**config.mk**
```make
export PLATFORM = sky130hd
export DESIGN_NAME = sprite_addr_mux
export DESIGN_NICKNAME = d
export VERILOG_FILES = /design/src/rtl/sprite_addr_mux.sv
export SDC_FILE = /design/constraint.sdc
export NUM_CORES = 1
export LEC_CHECK = 0
export CAP_MARGIN = 20
export CORE_MARGIN = 2
export CORE_UTILIZATION = 57
export DETAILED_ROUTE_END_ITERATION = 6
export GPL_ROUTABILITY_DRIVEN = 0
export PLACE_DENSITY = 0.85
export SLEW_MARGIN = 20
export SYNTH_ARGS = -nofsm -noshare
export SYNTH_HDL_FRONTEND = slang
export SYNTH_SLANG_ARGS = --single-unit
```
**constraint.sdc**
```tcl
create_clock -name clk -period 6.1 [get_ports clk]
set_input_delay 0.61 -clock clk [delete_from_list [all_inputs] [get_ports clk]]
set_output_delay 0.61 -clock clk [all_outputs]
set_load 0.005 [all_outputs]
```
**src/rtl/sprite_addr_mux.sv**
```systemverilog
// Two-stage sprite hit-test and ROM address generator with frame-synchronous shadow positions.
// Optional horizontal mirroring is enabled by defining SPRITE_ADDR_MIRROR_EN.
module sprite_addr_mux #(
   parameter int NUM_SPR = 2,
   parameter int HALF_W  = 35,
   parameter int HALF_H  = 25,
   parameter int ADDR_W  = 13
) (
   input  logic                   clk,
   input  logic                   reset,
   input  logic [10:0]            hcount,
   input  logic [9:0]             vcount,
   input  logic                   blank,
   input  logic                   frame_start,
   input  logic [NUM_SPR-1:0]     en,
   input  logic [16*NUM_SPR-1:0]  x_bus,
   input  logic [16*NUM_SPR-1:0]  y_bus,
`ifdef SPRITE_ADDR_MIRROR_EN
   input  logic [NUM_SPR-1:0]     mirror,
`endif
   output logic [ADDR_W-1:0]      addr,
   output logic                   hit,
   output logic [2:0]             sprite_id
);

   localparam int W  = 2 * HALF_W;
   localparam int H  = 2 * HALF_H;
   localparam int WH = W * H;
   // 20 bits holds hcount+HALF_W-x for any 16-bit x without wrapping.
   localparam int CW = 20;

   logic [NUM_SPR-1:0]    en_q;
   logic [16*NUM_SPR-1:0] x_q;
   logic [16*NUM_SPR-1:0] y_q;
`ifdef SPRITE_ADDR_MIRROR_EN
   logic [NUM_SPR-1:0]    mirror_q;
`endif

   logic [NUM_SPR-1:0]    ins_d, ins_q;
   logic [CW-1:0]         col_d [NUM_SPR];
   logic [CW-1:0]         row_d [NUM_SPR];
   logic [CW-1:0]         col_q [NUM_SPR];
   logic [CW-1:0]         row_q [NUM_SPR];

   logic [ADDR_W-1:0]     addr_d, addr_q;
   logic                  hit_d, hit_q;
   logic [2:0]            id_d, id_q;

   // Shadow registers: positions and enables change only on frame_start.
   always_ff @(posedge clk or posedge reset) begin
      if (reset) begin
         en_q     <= '0;
         x_q      <= '0;
         y_q      <= '0;
`ifdef SPRITE_ADDR_MIRROR_EN
         mirror_q <= '0;
`endif
      end else if (frame_start) begin
         en_q     <= en;
         x_q      <= x_bus;
         y_q      <= y_bus;
`ifdef SPRITE_ADDR_MIRROR_EN
         mirror_q <= mirror;
`endif
      end
   end

   // Stage 1 combinational: per-channel local coordinates and inside test.
   always_comb begin
      logic [CW-1:0] col_c;
      logic [CW-1:0] row_c;
      col_c = '0;
      row_c = '0;
      ins_d = '0;
      for (int k = 0; k < NUM_SPR; k++) begin
         col_c = CW'(hcount) + CW'(HALF_W) - CW'(x_q[16*k +: 16]);
         row_c = CW'(vcount) + CW'(HALF_H) - CW'(y_q[16*k +: 16]);
         ins_d[k] = en_q[k] & ~blank
                  & ~col_c[CW-1] & (col_c < CW'(W))
                  & ~row_c[CW-1] & (row_c < CW'(H));
`ifdef SPRITE_ADDR_MIRROR_EN
         col_d[k] = mirror_q[k] ? (CW'(W - 1) - col_c) : col_c;
`else
         col_d[k] = col_c;
`endif
         row_d[k] = row_c;
      end
   end

   // Stage 1 pipeline registers.
   always_ff @(posedge clk or posedge reset) begin
      if (reset) begin
         ins_q <= '0;
         for (int k = 0; k < NUM_SPR; k++) begin
            col_q[k] <= '0;
            row_q[k] <= '0;
         end
      end else begin
         ins_q <= ins_d;
         for (int k = 0; k < NUM_SPR; k++) begin
            col_q[k] <= col_d[k];
            row_q[k] <= row_d[k];
         end
      end
   end

   // Stage 2 combinational: descending scan so the lowest inside index wins.
   always_comb begin
      logic [31:0] sum_c;
      sum_c  = '0;
      hit_d  = 1'b0;
      id_d   = 3'd0;
      addr_d = '0;
      for (int k = NUM_SPR - 1; k >= 0; k--) begin
         sum_c  = 32'(k) * 32'(WH) + 32'(row_q[k]) * 32'(W) + 32'(col_q[k]);
         hit_d  = hit_d | ins_q[k];
         id_d   = ins_q[k] ? 3'(k) : id_d;
         addr_d = ins_q[k] ? ADDR_W'(sum_c) : addr_d;
      end
   end

   // Stage 2 output registers.
   always_ff @(posedge clk or posedge reset) begin
      if (reset) begin
         addr_q <= '0;
         hit_q  <= 1'b0;
         id_q   <= 3'd0;
      end else begin
         addr_q <= addr_d;
         hit_q  <= hit_d;
         id_q   <= id_d;
      end
   end

   assign addr      = addr_q;
   assign hit       = hit_q;
   assign sprite_id = id_q;

endmodule

```
==> impl_results.html, run 1 <==
<table>
<tr><th>Metric</th><th>Value</th></tr>
<tr><th colspan="2">Status</th></tr>
<tr><td>Result of the run</td><td>finished clean</td></tr>
<tr><th colspan="2">Synth</th></tr>
<tr><td>Dominant synthesized flop cell</td><td>dfrtp_1</td></tr>
<tr><td>Share of the yosys chip area belonging to registers</td><td>between 30% and 40%</td></tr>
<tr><td>Number of synthesized register bits</td><td>133</td></tr>
<tr><td>Gate Count Post-Synth</td><td>about 1000</td></tr>
<tr><td>Number of enable-type register cells in the synthesized netlist</td><td>0</td></tr>
<tr><td>Synthesized area per cell</td><td>about 9.6 um2</td></tr>
<tr><td>Number of synthesis warnings</td><td>0</td></tr>
<tr><td>Cell area after synthesis</td><td>around 0.0094 mm2</td></tr>
<tr><td>Post-synthesis cell type with the largest combined area</td><td>dfrtp_1</td></tr>
<tr><td>Share of the synthesized area in the top cell type</td><td>35.45%</td></tr>
<tr><td>Biggest area contributors in the synthesized netlist</td><td>dfrtp_1 (35%), ha_1 (18%), xnor2_1 (5.6%), inv_1 (5.5%), o21ai_0 (4.3%)</td></tr>
<tr><td>Fraction of synthesis flops using an asynchronous set or reset pin</td><td>100.0%</td></tr>
<tr><td>Number of library cell types mapped by synthesis</td><td>60</td></tr>
<tr><th colspan="2">Drt</th></tr>
<tr><td>Routed wirelength normalized by instance count</td><td>between 15 and 20 um</td></tr>
<tr><td>Total number of vias</td><td>roughly 7.2k</td></tr>
<tr><td>DRC violation count after routing</td><td>0</td></tr>
<tr><td>Vias per Instance</td><td>about 5.5</td></tr>
<tr><td>Overall routed net length</td><td>between 20000 and 25000 um</td></tr>
<tr><td>Number of DRC violations after detailed-routing iteration 0</td><td>414</td></tr>
<tr><td>Length of the first detailed-routing pass in iterations</td><td>5</td></tr>
<tr><td>Post-route antenna net violation count</td><td>0</td></tr>
<tr><th colspan="2">Critical path</th></tr>
<tr><td>CP cell instances</td><td>clkdlybuf4s50_1, inv_1, ha_1, nor2_1, a21o_1, xor2_1, ha_1, o21a_1, o311ai_0, xnor2_1, nor2_1, nand4bb_1, or4_1, nor4b_2</td></tr>
<tr><td>Critical path data arrival time</td><td>4.62 ns</td></tr>
<tr><td>Nature of the critical path endpoint</td><td>flop</td></tr>
<tr><td>Critical path start-end classification</td><td>input port to flop</td></tr>
<tr><td>Critical path fanouts, max</td><td>5</td></tr>
<tr><td>Slowest stage cell, crit path</td><td>o311ai_0</td></tr>
<tr><td>Endpoint required time on the critical path</td><td>~6.4 ns</td></tr>
<tr><td>Start point of the critical path</td><td>hcount[0]</td></tr>
<tr><td>Slack of the worst reg-to-reg path</td><td>1.92 ns</td></tr>
<tr><td>Launch instance of the worst register-to-register path</td><td>row_q[26]</td></tr>
<tr><td>Worst Setup Start Kind</td><td>input port</td></tr>
<tr><td>Delay of the slowest cell on the worst path</td><td>0.78 ns</td></tr>
<tr><th colspan="2">Clocking</th></tr>
<tr><td>Total of hold buffers inserted after clock tree synthesis</td><td>0</td></tr>
<tr><td>CTS root buffer</td><td>clkbuf_16</td></tr>
<tr><td>Number of buffers added by the clock tree synthesis step</td><td>17</td></tr>
<tr><td>PostCTS Resize Cnt</td><td>0</td></tr>
<tr><td>Register clock-pin slew on the reported worst setup and hold paths</td><td>0.06 ns</td></tr>
<tr><td>Clock tree from TritonCTS</td><td>done</td></tr>
<tr><td>Number of clock sinks seen by CTS</td><td>approximately 130</td></tr>
<tr><td>Worst-Skew Late Latency</td><td>0.42 ns</td></tr>
<tr><td>Number of setup buffers added after CTS</td><td>0</td></tr>
<tr><td>Number of H-tree levels</td><td>4</td></tr>
<tr><td>Deepest clock path buffer count</td><td>2</td></tr>
<tr><th colspan="2">GRT</th></tr>
<tr><td>Initial antenna violation count</td><td>0</td></tr>
<tr><td>Global-route congestion overflow total</td><td>0</td></tr>
<tr><td>First-pass GRT wire length</td><td>about 34000 um</td></tr>
<tr><td>Pin count of the biggest net entering global routing</td><td>100</td></tr>
<tr><td>Global Route Usage Sum</td><td>24.43%</td></tr>
<tr><td>Vias in the first global route</td><td>7382</td></tr>
<tr><th colspan="2">Floorplanning</th></tr>
<tr><td>Starting utilization of the core area</td><td>58.67%</td></tr>
<tr><td>Placeable Area</td><td>around 0.016 mm2</td></tr>
<tr><td>FP Rows</td><td>46</td></tr>
<tr><td>I/O pin count</td><td>roughly 110</td></tr>
<tr><td>DIE HEIGHT</td><td>between 100 and 150 um</td></tr>
<tr><td>Die footprint</td><td>0.01751 mm2</td></tr>
<tr><td>X dimension of the die</td><td>about 130 um</td></tr>
<tr><th colspan="2">Timing</th></tr>
<tr><td>Shortest clock period the worst path allows after layout</td><td>roughly 4.3 ns</td></tr>
<tr><td>Worst-case clock skew</td><td>0.006973 ns</td></tr>
<tr><td>Worst-margin pin slew</td><td>between 0.9 and 1 ns</td></tr>
<tr><td>Final-layout setup total negative slack</td><td>0 ns</td></tr>
<tr><td>Period utilisation layout</td><td>70.48%</td></tr>
<tr><td>Final setup violation count</td><td>0</td></tr>
<tr><td>F_max</td><td>between 200 and 250 MHz</td></tr>
<tr><td>Max-slew violation count</td><td>0</td></tr>
<tr><td>Max-slew headroom at the worst pin</td><td>a little under two fifths</td></tr>
<tr><td>Final hold violations</td><td>0</td></tr>
<tr><td>Setup repair after global routing missed its margin</td><td>false</td></tr>
<tr><th colspan="2">Flow run</th></tr>
<tr><td>Max-cap violations</td><td>0</td></tr>
<tr><th colspan="2">Layout</th></tr>
<tr><td>Layout Nets</td><td>roughly 1.3k</td></tr>
<tr><td>Post-synthesis to final-layout area growth</td><td>20.01%</td></tr>
<tr><td>Share of cells above drive strength 1</td><td>~6.3%</td></tr>
<tr><td>N_diodes</td><td>0</td></tr>
<tr><td>Most common cell after layout, fill and taps aside</td><td>inv_1</td></tr>
<tr><td>Leading cell types in the layout, fill and taps excluded</td><td>inv_1 (137), ha_1 (136), dfrtp_1 (133)</td></tr>
<tr><th colspan="2">Place</th></tr>
<tr><td>Number of input and output port buffers inserted</td><td>between 100 and 150</td></tr>
<tr><td>Placed wire-length estimate</td><td>15930 um</td></tr>
<tr><th colspan="2">Min path</th></tr>
<tr><td>Class of the tightest hold or removal check</td><td>input port to asynchronous set/reset pin</td></tr>
</table>
-- registers in the layout, summed over array words and instances, names as in the netlist --
signal / cells
addr: 13
y_q: 32
en_q: 2
row_q: 24
sprite_id: 1
x_q: 32
ins_q: 2
col_q: 26
hit: 1
-- synthesized netlist by cell type (all sizes together) (11+ instances only) --
library cell and number:
inv 138, ha 136, dfrtp 133, o21ai 80
nand2 73, xnor2 60, a21oi 46, nor2 41
xor2 36, mux2 24, fa 18, clkbuf 17
a21o 14, nand2b 12, nand3 12, a211oi 11
nor3 11
-- layer usage --
layer / global-route usage, % / part of all wire, % / vias to the layer above
met3: 3.614 / 4.0 / 40
met5: 0 / 0 / -
met2: 42.60 / 50 / 207
li1: - / - / 3554
met1: 30.58 / 43 / 3420
met4: 9.618 / 2.3 / 0
-- worst paths after layout --
kind | to | cells after the start
min reg2reg | addr[0] | 1
max in group asynchronous | col_q[29] | 3
max reg2reg | addr[12] | 17
max | ins_q[1] | 14
min in group clk | addr[0] | 1
min | x_q[22] | 2
-- layout make-up --
cell class                 instances  area, um2
tap                              216      270.3
clock buffer                      20      466.7
fill                            1219       4735
multi-input combinational        688       5463
clock inverter                    11      148.9
sequential                       133       3328
timing repair buffer             108       1069
inverter                         138      520.5
-- cell families after synthesis --
group	count (synthesis)	share of synthesized area (%)
multiplexers	26	3.092
AO/OA/AOI/OAI	207	13.51
adder cells (fa/ha/maj)	154	21.96
flip-flops	133	35.45
XOR/XNOR	96	8.956
other	1	0.03995
buffers and inverters	158	6.397
AND/OR/NAND/NOR	203	10.58
-- critical path: cells and delay by family --
kind            cells  cell delay [ns]
compound gates      3             1.16
buf+inv             2             0.62
simple gates        5             1.18
fa+ha+maj           2             0.56
xor+xnor            2             0.49
-- stage by stage --
| step | setup slack (ns) | util [%] | hold slack, ns | cell area, um2 | instances |
|---|---|---|---|---|---|
| final | 1.801 | 70.41 | 0.4767 | 11270 | 1314 |
| after global routing | 1.619 | 70.41 | 0.4946 | 11270 | 1314 |
| after CTS | 1.895 | 70.41 | 0.4808 | 11270 | 1314 |
| after floorplan | 1.936 | - | 0.4424 | 9392 | 979 |
| after global placement | 1.894 | 66.56 | 0.4555 | 10650 | 1283 |
| after detailed placement | 1.789 | 66.56 | 0.4686 | 10650 | 1283 |
Power of run 1 is not shown: default switching activity piles up to over one toggle a cycle in this logic, so the estimate is an artifact.
==> inputs of run 2 (changes only) <==
==> constraint.sdc (replaced) <==
create_clock -name clk -period 4.2 [get_ports clk]
set_input_delay 0.42 -clock clk [delete_from_list [all_inputs] [get_ports clk]]
set_output_delay 0.42 -clock clk [all_outputs]
set_load 0.005 [all_outputs]
==> impl_results.html, run 2 (same netlist as run 1, synthesis figures left out) <==
<table>
<tr><th>Metric</th><th>Value</th></tr>
<tr><th colspan="2">GRT</th></tr>
<tr><td>Fraction of met1 tracks used by global routing</td><td>30.75% (+0.17 points)</td></tr>
<tr><td>Pin count of the biggest net entering global routing</td><td>77 (-23%)</td></tr>
<tr><td>Fraction of met3 tracks used by global routing</td><td>3.998% (+0.38 points)</td></tr>
<tr><td>Global-route congestion overflow total</td><td>0 (unchanged)</td></tr>
<tr><td>Initial antenna violation count</td><td>0 (unchanged)</td></tr>
<tr><td>Most Crowded Layer GR</td><td>met2</td></tr>
<tr><td>Fraction of met2 tracks used by global routing</td><td>42.52% (-0.086 points)</td></tr>
<tr><td>First-pass GRT wire length</td><td>34440 um (+0.32%)</td></tr>
<tr><td>Global Route Usage Sum</td><td>24.35% (-0.078 points)</td></tr>
<tr><td>Vias in the first global route</td><td>7491 (+1.5%)</td></tr>
<tr><th colspan="2">Layout</th></tr>
<tr><td>Post-synthesis to final-layout area growth</td><td>20.35%</td></tr>
<tr><td>Most common cell after layout, fill and taps aside</td><td>inv_1</td></tr>
<tr><td>Leading registers by flop count</td><td>x_q x32, y_q x32, col_q x26</td></tr>
<tr><td>Share of cells above drive strength 1</td><td>7.246% (+0.96 points)</td></tr>
<tr><td>Filler Cells Inserted</td><td>1181 (-3.1%)</td></tr>
<tr><td>Layout Nets</td><td>1336 (+0.38%)</td></tr>
<tr><td>Leading cell types in the layout, fill and taps excluded</td><td>inv_1 (137), ha_1 (135), dfrtp_1 (133)</td></tr>
<tr><td>N_diodes</td><td>0 (unchanged)</td></tr>
<tr><th colspan="2">Drt</th></tr>
<tr><td>Routed wirelength normalized by instance count</td><td>15.53 um (-2.2%)</td></tr>
<tr><td>DRC violation count after routing</td><td>0 (unchanged)</td></tr>
<tr><td>Overall routed net length</td><td>20500 um (-1.7%)</td></tr>
<tr><td>Number of DRC violations after detailed-routing iteration 0</td><td>522 (+26%)</td></tr>
<tr><td>Length of the first detailed-routing pass in iterations</td><td>7 (+2)</td></tr>
<tr><td>Post-route antenna net violation count</td><td>0 (unchanged)</td></tr>
<tr><td>Total number of vias</td><td>7288 (+0.93%)</td></tr>
<tr><td>Vias per Instance</td><td>5.521 (+0.47%)</td></tr>
<tr><th colspan="2">Critical path</th></tr>
<tr><td>Endpoint required time on the critical path</td><td>4.52 ns (-1.90 ns)</td></tr>
<tr><td>Critical path data arrival time</td><td>4.28 ns (-0.34 ns)</td></tr>
<tr><td>CP cell instances</td><td>ha_1, ha_1, inv_1, fa_1, inv_1, ha_1, inv_1, o21bai_1, a21oi_1, xnor2_1, ha_1, and3_1, a311oi_2, o21bai_1, a21oi_1, xnor2_1, a22o_1</td></tr>
<tr><td>Nature of the critical path endpoint</td><td>flop</td></tr>
<tr><td>Delay of the slowest cell on the worst path</td><td>0.53 ns (-0.25 ns)</td></tr>
<tr><td>Start point of the critical path</td><td>row_q[25]</td></tr>
<tr><td>Launch instance of the worst register-to-register path</td><td>row_q[25]</td></tr>
<tr><td>Critical path start-end classification</td><td>flop to flop</td></tr>
<tr><td>Worst Setup Start Kind</td><td>flop</td></tr>
<tr><td>Critical path fanouts, max</td><td>5 (unchanged)</td></tr>
<tr><td>Slowest stage cell, crit path</td><td>fa_1</td></tr>
<tr><td>Critical path's most frequent cell</td><td>ha_1</td></tr>
<tr><th colspan="2">Clocking</th></tr>
<tr><td>Worst-Skew Late Latency</td><td>0.43 ns (about the same)</td></tr>
<tr><td>CTS root buffer</td><td>clkbuf_16</td></tr>
<tr><td>Deepest clock path buffer count</td><td>2 (unchanged)</td></tr>
<tr><td>Register clock-pin slew on the reported worst setup and hold paths</td><td>0.06 ns (about the same)</td></tr>
<tr><td>Number of buffers added by the clock tree synthesis step</td><td>17 (unchanged)</td></tr>
<tr><td>Total of hold buffers inserted after clock tree synthesis</td><td>0 (unchanged)</td></tr>
<tr><td>Number of H-tree levels</td><td>4 (unchanged)</td></tr>
<tr><td>Clock tree from TritonCTS</td><td>done</td></tr>
<tr><td>Number of clock sinks seen by CTS</td><td>133 (unchanged)</td></tr>
<tr><th colspan="2">Place</th></tr>
<tr><td>Number of input and output port buffers inserted</td><td>105 (unchanged)</td></tr>
<tr><td>Placed wire-length estimate</td><td>15910 um (about the same)</td></tr>
<tr><th colspan="2">Timing</th></tr>
<tr><td>Worst-case clock skew</td><td>0.01154 ns (+0.004568 ns)</td></tr>
<tr><td>Setup repair after global routing missed its margin</td><td>true</td></tr>
<tr><td>Max-slew headroom at the worst pin</td><td>38.55% (+1.4 points)</td></tr>
<tr><td>Max-slew violation count</td><td>0 (unchanged)</td></tr>
<tr><td>F_max</td><td>between 200 and 300 MHz</td></tr>
<tr><td>Worst-margin pin slew</td><td>0.9218 ns (-0.009031 ns)</td></tr>
<tr><td>Final-layout setup total negative slack</td><td>0 ns (unchanged)</td></tr>
<tr><td>Shortest clock period the worst path allows after layout</td><td>roughly 4.0 ns</td></tr>
<tr><td>Final setup violation count</td><td>0 (unchanged)</td></tr>
<tr><td>Final hold violations</td><td>0 (unchanged)</td></tr>
<tr><td>Period utilisation layout</td><td>between 90% and 100%</td></tr>
<tr><th colspan="2">Floorplanning</th></tr>
<tr><td>X dimension of the die</td><td>132.3 um (unchanged)</td></tr>
<tr><td>Placeable Area</td><td>0.01600 mm2 (unchanged)</td></tr>
<tr><td>DIE HEIGHT</td><td>132.3 um (unchanged)</td></tr>
<tr><td>FP Rows</td><td>46 (unchanged)</td></tr>
<tr><td>Starting utilization of the core area</td><td>58.67% (unchanged)</td></tr>
<tr><td>Die footprint</td><td>0.01751 mm2 (unchanged)</td></tr>
<tr><td>I/O pin count</td><td>108 (unchanged)</td></tr>
<tr><th colspan="2">Flow run</th></tr>
<tr><td>Max-cap violations</td><td>0 (unchanged)</td></tr>
<tr><th colspan="2">Status</th></tr>
<tr><td>Result of the run</td><td>finished clean</td></tr>
<tr><th colspan="2">Min path</th></tr>
<tr><td>Class of the tightest hold or removal check</td><td>input port to asynchronous set/reset pin</td></tr>
</table>
[run 2: cell count changes in the layout (fill, tap and decap cells not counted), sizes merged]
cell,before,now
inv,140,146
buf,4,9
clkinvlp,3,0
bufinv,3,1
clkbuf,20,18
clkinv,3,5
[run 2: cell type report]
cell class                      instances  area, um2  area share, %
Multi-Input combinational cell        688       5483          48.53
Sequential cell                       133       3328          29.46
Timing Repair Buffer                  113       1119          9.900
Inverter                              138      520.5          4.607
Clock buffer                           18      439.2          3.887
Tap cell                              216      270.3          2.392
Clock inverter                         14      138.9          1.229
[run 2: worst max-delay path, delay by kind of cell, from the launching register on]
kind,cells,cell delay [ns]
flip-flops,1,0.40
AO/OA/AOI/OAI,6,1.08
buffers and inverters,3,0.16
AND/OR/NAND/NOR,1,0.22
XOR/XNOR,2,0.24
adder cells (fa/ha/maj),5,1.75
[run 2: what timing repair did]
action | in CTS | in global routing
gates resized for setup | 0 | 7
buffers inserted | 0 | 0
setup endpoints to repair | 0 | 3
[run 2: through the flow]
stage / util (%) / instances / cell area (um2) / worst slack (ns) / hold slack (ns)
after floorplan: - / 979 / 9392 / 0.2256 / 0.4424
after global placement: 66.88 / 1288 / 10700 / 0.2731 / 0.4528
after detailed placement: 66.88 / 1288 / 10700 / 0.1429 / 0.4794
after CTS: 70.49 / 1320 / 11280 / 0.1318 / 0.4932
after global routing: 70.61 / 1320 / 11300 / -0.01941 / 0.5187
final: 70.61 / 1320 / 11300 / 0.2345 / 0.4588
[run 2: worst paths after layout]
| check | end | slack, ns | cells after the start |
|---|---|---|---|
| worst min-delay path | x_q[21] | 0.46 | 2 |
| worst max-delay path | addr[12] | 0.23 | 17 |
| worst max register to register | addr[12] | 0.23 | 17 |
| max in group asynchronous | y_q[10] | 2.90 | 3 |
| worst min register to register | addr[0] | 0.49 | 1 |
| min in group clk | addr[0] | 0.49 | 1 |
[run 2: layer usage]
metal / vias to the layer above / share of wire, %
li1: 3557 / -
met1: 3486 / 44
met2: 200 / 50
met3: 45 / 4.3
met4: 0 / 2.4
met5: - / 0
Power of run 2 is left out for the same reason.
==> inputs of run 3 (changes only) <==
--- a/config.mk
+++ b/config.mk
@@ -11,7 +11,7 @@
 export DETAILED_ROUTE_END_ITERATION = 6
 export GPL_ROUTABILITY_DRIVEN = 0
 export PLACE_DENSITY = 0.85
-export SLEW_MARGIN = 20
+export SKIP_CTS_REPAIR_TIMING = 1
 export SYNTH_ARGS = -nofsm -noshare
 export SYNTH_HDL_FRONTEND = slang
 export SYNTH_SLANG_ARGS = --single-unit
==> results of run 3 <==
Same layout as run 2: the final DEF is identical, and so are final timing and power.
Power of run 3 is left out for the same reason.
